===== config.mk =====
export PLATFORM = sky130hd
export DESIGN_NAME = pulse_window_gate
export DESIGN_NICKNAME = d
export VERILOG_FILES = /design/src/rtl/lidar_ul_pkg.sv /design/src/rtl/pulse_window_gate_trig_edge_detect.sv /design/src/rtl/pulse_window_gate.sv
export SDC_FILE = /design/constraint.sdc
export NUM_CORES = 1
export LEC_CHECK = 0
export ABC_CLOCK_PERIOD_IN_PS = 6300
export CAP_MARGIN = 20
export CORE_MARGIN = 2
export CORE_UTILIZATION = 30
export DETAILED_ROUTE_END_ITERATION = 8
export PLACE_DENSITY = 0.63
export SLEW_MARGIN = 20
export SYNTH_ARGS = -nofsm -noshare
export SYNTH_HDL_FRONTEND = slang
export SYNTH_SLANG_ARGS = --single-unit

===== constraint.sdc =====
create_clock -name clk_i -period 6.3 [get_ports clk_i]
set_input_delay 1.26 -clock clk_i [delete_from_list [all_inputs] [get_ports clk_i]]
set_output_delay 1.26 -clock clk_i [all_outputs]
set_load 0.05 [all_outputs]

===== src/rtl/lidar_ul_pkg.sv =====
// lidar_ul_pkg: shared types and constants for the pulse window gate.
//   gate_state_t     - gate FSM states
//   win_pair_t       - {odd, even} rescaled output pair
//   sample_rescale() - DATA_W -> OUT_W sample rescale
// Build option: PULSE_GATE_ROUND_EN selects round-half-up with saturation,
// otherwise plain arithmetic-shift truncation.
package lidar_ul_pkg;

    localparam int unsigned DATA_W     = 16;
    localparam int unsigned OUT_W      = 14;
    localparam int unsigned POS_W      = 16;
    localparam int unsigned TRIG_W     = 4;
    localparam int unsigned FRAME_W    = 16;
    localparam int unsigned RESCALE_SH = DATA_W - OUT_W;

    // Trigger vector bit assignments
    localparam int unsigned TRIG_PULSE = 2;
    localparam int unsigned TRIG_SW    = 0;

`ifdef PULSE_GATE_ROUND_EN
    localparam int RND_HALF = 2 ** (RESCALE_SH - 1);
    localparam int OUT_MAX  = (2 ** (OUT_W - 1)) - 1;
    localparam int OUT_MIN  = -(2 ** (OUT_W - 1));
`endif

    typedef enum logic [1:0] {
        IDLE       = 2'd0,
        WAIT_START = 2'd1,
        CAPTURE    = 2'd2
    } gate_state_t;

    typedef struct packed {
        logic [OUT_W-1:0] odd;
        logic [OUT_W-1:0] even;
    } win_pair_t;

    // Rescale one signed, left-justified ADC sample to OUT_W bits
    function automatic logic [OUT_W-1:0] sample_rescale(input logic [DATA_W-1:0] x);
`ifdef PULSE_GATE_ROUND_EN
        int v;
        v = int'($signed(x)) + RND_HALF;
        v = v >>> RESCALE_SH;
        // Rounding can push the full-scale positive code one step past OUT_MAX
        if (v > OUT_MAX) begin
            v = OUT_MAX;
        end else if (v < OUT_MIN) begin
            v = OUT_MIN;
        end
        return OUT_W'(v);
`else
        logic signed [DATA_W-1:0] s;
        s = $signed(x) >>> RESCALE_SH;
        return OUT_W'(s);
`endif
    endfunction

endpackage


===== src/rtl/pulse_window_gate_trig_edge_detect.sv =====
// trig_edge_detect: rising-edge detector for W trigger strobes.
//   clk_i    in   clock
//   rst_i    in   synchronous reset, active-high
//   trig_i   in   W trigger levels
//   rise_c_o out  W combinational rising-edge pulses (level vs. registered level)
module trig_edge_detect #(
    parameter int unsigned W = 1
) (
    input  logic         clk_i,
    input  logic         rst_i,
    input  logic [W-1:0] trig_i,
    output logic [W-1:0] rise_c_o
);

    logic [W-1:0] r_prev;

    // Previous-cycle trigger level
    always_ff @(posedge clk_i) begin
        if (rst_i) begin
            r_prev <= '0;
        end else begin
            r_prev <= trig_i;
        end
    end

    // A strobe held high for several cycles yields a single pulse
    assign rise_c_o = trig_i & ~r_prev;

endmodule


===== src/rtl/pulse_window_gate.sv =====
// pulse_window_gate: arms on the laser-pulse trigger and cuts the sample-pair
// window [start, end) out of the two-samples-per-clock ADC stream, rescaling
// each pair to OUT_W bits with valid/first/last framing.
// Build option: PULSE_GATE_ROUND_EN (see lidar_ul_pkg::sample_rescale).
// Ports:
//   clk_i, rst_i       clock, synchronous active-high reset
//   x0_i, x0z_i        even / odd ADC sample
//   trigger_vector_i   trigger strobes, bit TRIG_BIT used
//   cfg_enable_i       arms the gate
//   cfg_start_i        first captured pair index
//   cfg_end_i          one past the last captured pair
//   win_data_o         {odd, even} rescaled pair
//   win_valid_o        pair valid, gapless for the whole window
//   win_first_o        first pair of the window
//   win_last_o         last pair of the window
//   busy_o             window armed or capturing
//   frame_cnt_o        completed windows (wraps)
//   overrun_o          sticky: trigger while busy
//   cfg_err_o          sticky: trigger with end <= start
module pulse_window_gate
    import lidar_ul_pkg::*;
#(
    parameter int unsigned TRIG_BIT = TRIG_PULSE
) (
    input  logic                 clk_i,
    input  logic                 rst_i,
    input  logic [DATA_W-1:0]    x0_i,
    input  logic [DATA_W-1:0]    x0z_i,
    input  logic [TRIG_W-1:0]    trigger_vector_i,
    input  logic                 cfg_enable_i,
    input  logic [POS_W-1:0]     cfg_start_i,
    input  logic [POS_W-1:0]     cfg_end_i,
    output logic [2*OUT_W-1:0]   win_data_o,
    output logic                 win_valid_o,
    output logic                 win_first_o,
    output logic                 win_last_o,
    output logic                 busy_o,
    output logic [FRAME_W-1:0]   frame_cnt_o,
    output logic                 overrun_o,
    output logic                 cfg_err_o
);

    gate_state_t          r_state;
    gate_state_t          w_state_nxt;
    logic [POS_W-1:0]     r_pos;
    logic [POS_W-1:0]     w_pos_nxt;
    logic [POS_W-1:0]     r_start;
    logic [POS_W-1:0]     r_end;
    logic [DATA_W-1:0]    r_x0;
    logic [DATA_W-1:0]    r_x0z;
    win_pair_t            r_data;
    logic                 r_valid;
    logic                 r_first;
    logic                 r_last;
    logic                 r_busy;
    logic [FRAME_W-1:0]   r_frame_cnt;
    logic                 r_overrun;
    logic                 r_cfg_err;

    logic                 w_event;
    logic                 w_latch;
    logic                 w_take;
    logic                 w_done;
    logic                 w_first;
    logic                 w_last;
    logic                 w_set_ovr;
    logic                 w_set_err;
    logic                 w_unused_trig;

    // Pulse-trigger edge; the event is seen in the same cycle as the pair it refers to
    trig_edge_detect #(
        .W (1)
    ) u_trig_edge (
        .clk_i    (clk_i),
        .rst_i    (rst_i),
        .trig_i   (trigger_vector_i[TRIG_BIT]),
        .rise_c_o (w_event)
    );

    // The remaining trigger bits belong to other consumers
    assign w_unused_trig = ^(trigger_vector_i & ~(TRIG_W'(1) << TRIG_BIT));

    // Next-state / control decode. r_pos is the index of the pair held in r_x0/r_x0z.
    always_comb begin
        w_state_nxt = r_state;
        w_pos_nxt   = r_pos;
        w_latch     = 1'b0;
        w_take      = 1'b0;
        w_done      = 1'b0;
        w_first     = 1'b0;
        w_last      = 1'b0;
        w_set_ovr   = 1'b0;
        w_set_err   = 1'b0;

        case (r_state)
            IDLE: begin
                if (w_event && cfg_enable_i) begin
                    if (cfg_end_i > cfg_start_i) begin
                        w_latch     = 1'b1;
                        w_pos_nxt   = '0;
                        w_state_nxt = (cfg_start_i == '0) ? CAPTURE : WAIT_START;
                    end else begin
                        w_set_err = 1'b1;
                    end
                end
            end
            WAIT_START: begin
                w_pos_nxt = r_pos + POS_W'(1);
                if (r_pos == r_start - POS_W'(1)) begin
                    w_state_nxt = CAPTURE;
                end
            end
            CAPTURE: begin
                w_take    = 1'b1;
                w_first   = (r_pos == r_start);
                w_last    = (r_pos == r_end - POS_W'(1));
                w_pos_nxt = r_pos + POS_W'(1);
                if (w_last) begin
                    w_done      = 1'b1;
                    w_state_nxt = IDLE;
                end
            end
            default: begin
                w_state_nxt = IDLE;
            end
        endcase

        // Busy includes the final CAPTURE cycle, so a trigger there is an overrun too
        if (w_event && (r_state != IDLE)) begin
            w_set_ovr = 1'b1;
        end
    end

    // FSM state, position counter and latched window bounds
    always_ff @(posedge clk_i) begin
        if (rst_i) begin
            r_state <= IDLE;
            r_pos   <= '0;
            r_start <= '0;
            r_end   <= '0;
        end else begin
            r_state <= w_state_nxt;
            r_pos   <= w_pos_nxt;
            if (w_latch) begin
                r_start <= cfg_start_i;
                r_end   <= cfg_end_i;
            end
        end
    end

    // Sample alignment stage, output register, counters and sticky flags
    always_ff @(posedge clk_i) begin
        if (rst_i) begin
            r_x0        <= '0;
            r_x0z       <= '0;
            r_data      <= '0;
            r_valid     <= 1'b0;
            r_first     <= 1'b0;
            r_last      <= 1'b0;
            r_busy      <= 1'b0;
            r_frame_cnt <= '0;
            r_overrun   <= 1'b0;
            r_cfg_err   <= 1'b0;
        end else begin
            r_x0    <= x0_i;
            r_x0z   <= x0z_i;
            r_valid <= w_take;
            r_first <= w_take && w_first;
            r_last  <= w_take && w_last;
            r_busy  <= (w_state_nxt != IDLE);
            if (w_take) begin
                r_data <= '{odd: sample_rescale(r_x0z), even: sample_rescale(r_x0)};
            end
            if (w_done) begin
                r_frame_cnt <= r_frame_cnt + FRAME_W'(1);
            end
            if (w_set_ovr) begin
                r_overrun <= 1'b1;
            end
            if (w_set_err) begin
                r_cfg_err <= 1'b1;
            end
        end
    end

    assign win_data_o  = r_data;
    assign win_valid_o = r_valid;
    assign win_first_o = r_first;
    assign win_last_o  = r_last;
    assign busy_o      = r_busy;
    assign frame_cnt_o = r_frame_cnt;
    assign overrun_o   = r_overrun;
    assign cfg_err_o   = r_cfg_err;

endmodule


-- Word-level counts from Yosys, hierarchy flattened
Index checks and enable logic that the tools add are counted.
- register bits after elaboration: 133
- input port bits: 71
- output and inout bits: 50
- $add $sub $neg: 4
- $lt $le $gt $ge: 1
- eq/ne operators: 7
- multiplexer cells: 21
- bitwise operators: 2
- reduce and logical (&&, ||, !) cells: 11
- operator list (kind ; count):
    16-bit == test ; 3
    16-bit by 1-bit adder with 16-bit output, second input constant ; 2
    16-bit 2-to-1 mux ; 2
    16-bit case mux with 2 select lines ; 1
    16-bit by 1-bit subtractor with 16-bit output, second input constant ; 2
    16-bit greater-than comparator ; 1
    16-bit logical NOT ; 1
    1-bit 2-to-1 mux ; 12
    2-bit 2-to-1 mux ; 5
    2-bit case mux with 3 select lines ; 1
    2-bit nonzero test ; 3
    1-bit logical AND ; 4
    2-bit inequality test, second input constant ; 2
    3-bit AND reduction ; 1
    2-bit by 1-bit == test with 1-bit output, second input constant ; 1
    2-bit == test, second input constant ; 1
    2-bit logical NOT ; 1
    2-bit OR reduction ; 1
    1-bit AND ; 1
    1-bit inverter ; 1

-- Longest topological paths before layout
- word-level depth: 6
- gate-level depth with buffers: 11

-- Modules after synthesis
A second synthesis with hierarchy kept.
- cell total of the unflattened synthesis: 757
- area total of the unflattened synthesis: 6671.4 um2
- by module, submodules not included (module ; instances ; cells each ; area an instance (um2) ; sequential area each (um2)):
    pulse_window_gate ; 1 ; 754 ; 6623.9 ; 2562.5
    trig_edge_detect ; 1 ; 3 ; 47.5 ; 20.0

-- Least setup slack after synthesis
No wires, ideal clock.
- kind: input to register
- start: input cfg_start_i[15]
- end: register r_pos[14]
- setup time: 0.071 ns
- data arrival time: 3.800 ns
- required time: 6.229 ns
- setup slack: 2.429 ns
- stages on the path: 9
- path through: inv_1 -> ha_1 -> nand4_1 -> a2111oi_1 -> o41ai_1 -> a2111oi_2 -> nand3_1 -> or4_1 -> a21oi_1
- longest elaborated chain between the ends: 3
- RTL lines (element ; line ; RTL):
    start, declared ; pulse_window_gate.sv:31 ; input logic [POS_W-1:0] cfg_start_i,
    16-bit greater-than comparator ; pulse_window_gate.sv:98 ; if (cfg_end_i > cfg_start_i) begin
    2-bit inequality test (no line) ; - ;
    3-bit AND reduction (no line) ; - ;
    end signal, assigned ; pulse_window_gate.sv:143 ; r_pos <= w_pos_nxt;
    end, declared ; pulse_window_gate.sv:45 ; logic [POS_W-1:0] r_pos;
No other way between the ends.
A chain may end at the register's enable or synchronous reset.

-- Worst setup path in the final report
- start: input cfg_start_i[9]
- end: register r_pos[14]
Same word-level chain as after synthesis.

==> out/summary.txt <==
RUN STATUS
----------------------------------------------------------------------------------
Result of the run                                                        completed

STA
----------------------------------------------------------------------------------
Crit path setup slack, layout                                              1.73 ns
Period minus WS final                                                      4.57 ns
RSZ-0062 raised after global routing                                         false
Rel. slew slack                                                              0.291
Share of the clock period used by the worst path                             0.726
Maximum clock frequency                                                  0.219 GHz
Total Negative Setup Slacks                                                   0 ns
Number of hold violations in the final report                                    0
Endpoints failing setup                                                          0
Slew at the pin closest to its max-slew limit                              1.05 ns
Final hold slack                                                          0.457 ns
Maximum clock skew at final layout                                      0.00816 ns
Slew Viols, Final                                                                0

PWR
----------------------------------------------------------------------------------
Leak pwr                                                                   3.06 nW
Worst VDD drop                                                          0.000174 V
Power per cell area                                                    241 nW/um^2

LOGIC SYNTHESIS
----------------------------------------------------------------------------------
Number of flip-flops and latches in the synthesized netlist                    129
Number of flops mapped to enable cells by yosys                                  0
Largest cells by area after synthesis                                 sky130_fd_sc_hd__dfxtp_1 (40%), sky130_fd_sc_hd__mux2i_1 (5.4%), sky130_fd_sc_hd__nand2_1 (5.4%)
Post-synth ARST share                                                            0
Cells after synthesis                                                          757
Post-synth design cell area                                             6460 sq um
Synthesis warning total                                                          0
Total nets after synthesis                                                     852
Dominant register cell in the synthesized netlist                     sky130_fd_sc_hd__dfxtp_1
Area leader, netlist                                                  sky130_fd_sc_hd__dfxtp_1
Share of the synthesized area in the top cell type                           0.400
Post-synthesis average cell area                                        8.53 sq um
Part of the Yosys area used for sequential elements                          0.400
Library cells used by synthesis                                                 64

FINAL LAYOUT
----------------------------------------------------------------------------------
Non-Filler Instances                                                          1136
Multi-input gate area                                                   3600 sq um
Total number of nets in the final design                                       944
Share of layout cells above drive strength 1                                0.0639
Register Area                                                           2580 sq um
Filler Cells Inserted                                                         2123
Leading cell types in the layout, fill and taps excluded              sky130_fd_sc_hd__dfxtp_1 (129), sky130_fd_sc_hd__clkdlybuf4s50_1 (112), sky130_fd_sc_hd__nand2_1 (92), sky130_fd_sc_hd__nor2_1 (67), sky130_fd_sc_hd__a21oi_1 (53)
Area Overhead vs Synth                                                       29.7%
Count of inserted antenna diode cells                                            0
Leading cell type in the layout, fill and taps excluded               sky130_fd_sc_hd__dfxtp_1

CRITICAL PATH
----------------------------------------------------------------------------------
Cell family contributing the most delay on the critical path          compound AO/OA/AOI/OAI gates
Crit Path Max Fanout                                                             7
Kind of end point of the critical path                                   flip-flop
Reg2Reg Setup Slack                                                        2.81 ns
Crit start category                                                      input pin
WS Path Type                                                          input pin to flip-flop
Maximum single-stage delay on the critical path                            0.81 ns
R2R Path End                                                          frame_cnt_o[10]$_SDFFE_PP0P_
Cell-by-cell listing of the critical path                             clkdlybuf4s50_1 > inv_1 > ha_1 > nand4_1 > a2111oi_1 > o41ai_1 > a2111oi_2 > buf_4 > nand3_1 > or4_1 > a21oi_1
Worst-path cell with the longest stage delay                          sky130_fd_sc_hd__a2111oi_1
Buf/Inv on CP                                                                    3
Data required time of the worst path                                       6.65 ns
Worst r2r src                                                         r_end[0]$_SDFFE_PP0P_
Worst Reg-to-Reg Cells                                                          10
Worst endpoint data arrival time                                           4.92 ns

PLACE
----------------------------------------------------------------------------------
Gpl congestion                                                               0.890
PortBufs                                                                       113
Sum of net half-perimeters after detailed placement                       12900 um
Cell count after placement                                                    1105
Worst slack at placement                                                   1.25 ns

CLOCKING
----------------------------------------------------------------------------------
Clk buf depth                                                                    2
PostCTS Resize Cnt                                                               0
Setup Buffers After CTS                                                          0
Number of hold-repair buffers added at the cts stage                             0
TritonCTS clock tree                                                           yes
CTS Root Buffer Type                                                  sky130_fd_sc_hd__clkbuf_16
Num CTS Buffers                                                                 17
Clock latency of the later-clocked register in the worst-skew pair         0.42 ns
Clock H-tree levels                                                              4
Total clock sinks                                                              129
Reg clk slew, reported paths                                               0.06 ns

ROUTING
----------------------------------------------------------------------------------
Detailed-route wire length per cell                                        15.4 um
Starting DRT DRC Count                                                         283
Post-detailed-routing wire length                                         17500 um
DRC violations left                                                              0
Initial DRT Pass Iterations                                                      5
Via total after detailed routing                                              5619
Remaining number of nets flagged by the antenna check after routing              0
Vias/cell                                                                     4.95

DIE
----------------------------------------------------------------------------------
Initial core utilization                                                     0.306
Die area                                                               22700 sq um
Core region area                                                       21100 sq um
Width of the die                                                            151 um
Die Span Y                                                                  151 um
Number of top-level pins                                                       121
Number of core rows                                                             53

GRT
----------------------------------------------------------------------------------
Antenna violations before repair                                                 0
Wire length of the first global-routing pass                              27600 um
Maximum number of pins on one net before global-route repair                    69
Grt ovf                                                                          0
Total track usage                                                            0.157
Number of global-route vias before repair                                     5302

HOLD PATH
----------------------------------------------------------------------------------
Hold-critical path endpoint                                           cfg_err_o$_SDFFE_PP0P_
Cells on Worst Hold Path                                                         2
Min-delay src                                                         cfg_err_o$_SDFFE_PP0P_
Class of the tightest hold or removal check                           flip-flop to flip-flop

RUN
----------------------------------------------------------------------------------
Max Cap Viol                                                                     0

## tightest hold or removal path, cell delays in order (launching register included)
cell and delay (ns):
sky130_fd_sc_hd__dfxtp_1 0.31, sky130_fd_sc_hd__inv_1 0.05, sky130_fd_sc_hd__a21oi_1 0.05
## cell type report
type,instances,area share
Inverter,29,0.0130
Tap cell,275,0.0411
Clock inverter,8,0.00941
Sequential cell,129,0.308
Timing Repair Buffer,119,0.140
Multi-Input combinational cell,553,0.430
Clock buffer,23,0.0583
## logic make-up (layout without fill, tap and decap cells)
kind of cell | after synthesis | count (layout) | share of synthesized area
AO/OA/AOI/OAI | 119 | 119 | 0.120
flip-flops | 129 | 129 | 0.400
buffers and inverters | 75 | 179 | 0.0440
XOR/XNOR | 61 | 61 | 0.0828
multiplexers | 36 | 36 | 0.0560
adder cells (fa/ha/maj) | 24 | 24 | 0.0465
AND/OR/NAND/NOR | 313 | 313 | 0.250
## synth_stat cells, types with 2 or more instances
master	count
sky130_fd_sc_hd__o41ai_1	2
sky130_fd_sc_hd__a21o_1	4
sky130_fd_sc_hd__o21ai_0	16
sky130_fd_sc_hd__nor4_2	2
sky130_fd_sc_hd__and2_1	6
sky130_fd_sc_hd__dfxtp_1	129
sky130_fd_sc_hd__nor4b_1	2
sky130_fd_sc_hd__o21a_1	2
sky130_fd_sc_hd__nand4_1	23
sky130_fd_sc_hd__or3_4	2
sky130_fd_sc_hd__a31oi_1	4
sky130_fd_sc_hd__nand2b_1	4
sky130_fd_sc_hd__ha_1	24
sky130_fd_sc_hd__or4_1	3
sky130_fd_sc_hd__nor2b_1	33
sky130_fd_sc_hd__or2_2	4
sky130_fd_sc_hd__and3_1	13
sky130_fd_sc_hd__and4_1	3
sky130_fd_sc_hd__a211oi_1	4
sky130_fd_sc_hd__o21bai_1	2
sky130_fd_sc_hd__a41o_1	2
sky130_fd_sc_hd__nand3b_1	3
sky130_fd_sc_hd__o22ai_1	2
sky130_fd_sc_hd__nor4_1	11
sky130_fd_sc_hd__xnor2_1	34
sky130_fd_sc_hd__o211ai_1	3
sky130_fd_sc_hd__nand2_1	93
sky130_fd_sc_hd__buf_1	2
sky130_fd_sc_hd__a211o_1	2
sky130_fd_sc_hd__xor2_1	27
sky130_fd_sc_hd__buf_2	2
sky130_fd_sc_hd__o31ai_1	6
sky130_fd_sc_hd__nor3b_1	3
sky130_fd_sc_hd__o2111ai_1	3
sky130_fd_sc_hd__mux2i_1	35
sky130_fd_sc_hd__inv_1	29
sky130_fd_sc_hd__a32o_1	2
sky130_fd_sc_hd__a21oi_1	53
sky130_fd_sc_hd__nor2_1	68
sky130_fd_sc_hd__nand3_1	10
sky130_fd_sc_hd__clkbuf_1	42
sky130_fd_sc_hd__or3_1	8
sky130_fd_sc_hd__nor3_1	14
## per-stage QoR
| step | area, sq um | power [W] | utilization |
|---|---|---|---|
| after floorplan | 6460 | 0.00101 | - |
| after global placement | 7800 | 0.00109 | 0.370 |
| after detailed placement | 7810 | 0.00109 | 0.370 |
| after CTS | 8370 | 0.00204 | 0.397 |
| after global routing | 8370 | 0.00210 | 0.397 |
| final | 8370 | 0.00202 | 0.397 |
## routing by layer
layer	global-route usage	vias to the layer above	wire length (um)
met2	0.260	167	8250
met5	0	-	0
met4	0.0710	0	532
met3	0.0561	37	1280
li1	-	2808	-
met1	0.180	2607	7440
## report_power, final
part	switching, W	internal, W	total [W]
clock	0.000358	0.000581	0.000939
sequential	0.0000162	0.000835	0.000851
combinational	0.000116	0.000109	0.000225
total	0.000491	0.00152	0.00202
## worst max path at each step
| stage | end | slack [ns] | cells past startpoint | startpoint |
|---|---|---|---|---|
| 2_1_floorplan | r_pos[14]$_SDFFE_PP0P_ | 2.43 | 9 | cfg_start_i[15] |
| 5_1_grt | r_pos[14]$_SDFFE_PP0P_ | 1.48 | 11 | cfg_start_i[9] |
| 4_1_cts | r_pos[14]$_SDFFE_PP0P_ | 1.69 | 11 | cfg_start_i[9] |
| 6_report | r_pos[14]$_SDFFE_PP0P_ | 1.73 | 11 | cfg_start_i[9] |
| 3_5_place_dp | r_pos[14]$_SDFFE_PP0P_ | 1.25 | 11 | cfg_start_i[9] |
| 3_3_place_gp | r_pos[14]$_SDFFE_PP0P_ | 1.31 | 11 | cfg_start_i[9] |
## sequential cells by signal, indices dropped and copies added (netlist names)
name	cells
r_start	16
cfg_err_o	1
r_end	16
overrun_o	1
win_first_o	1
win_data_o	28
r_state	2
busy_o	1
r_x0z	14
win_valid_o	1
r_x0	14
frame_cnt_o	16
win_last_o	1
r_pos	16
u_trig_edge.r_prev	1
No activity file was read; power rests on OpenSTA's default activity.
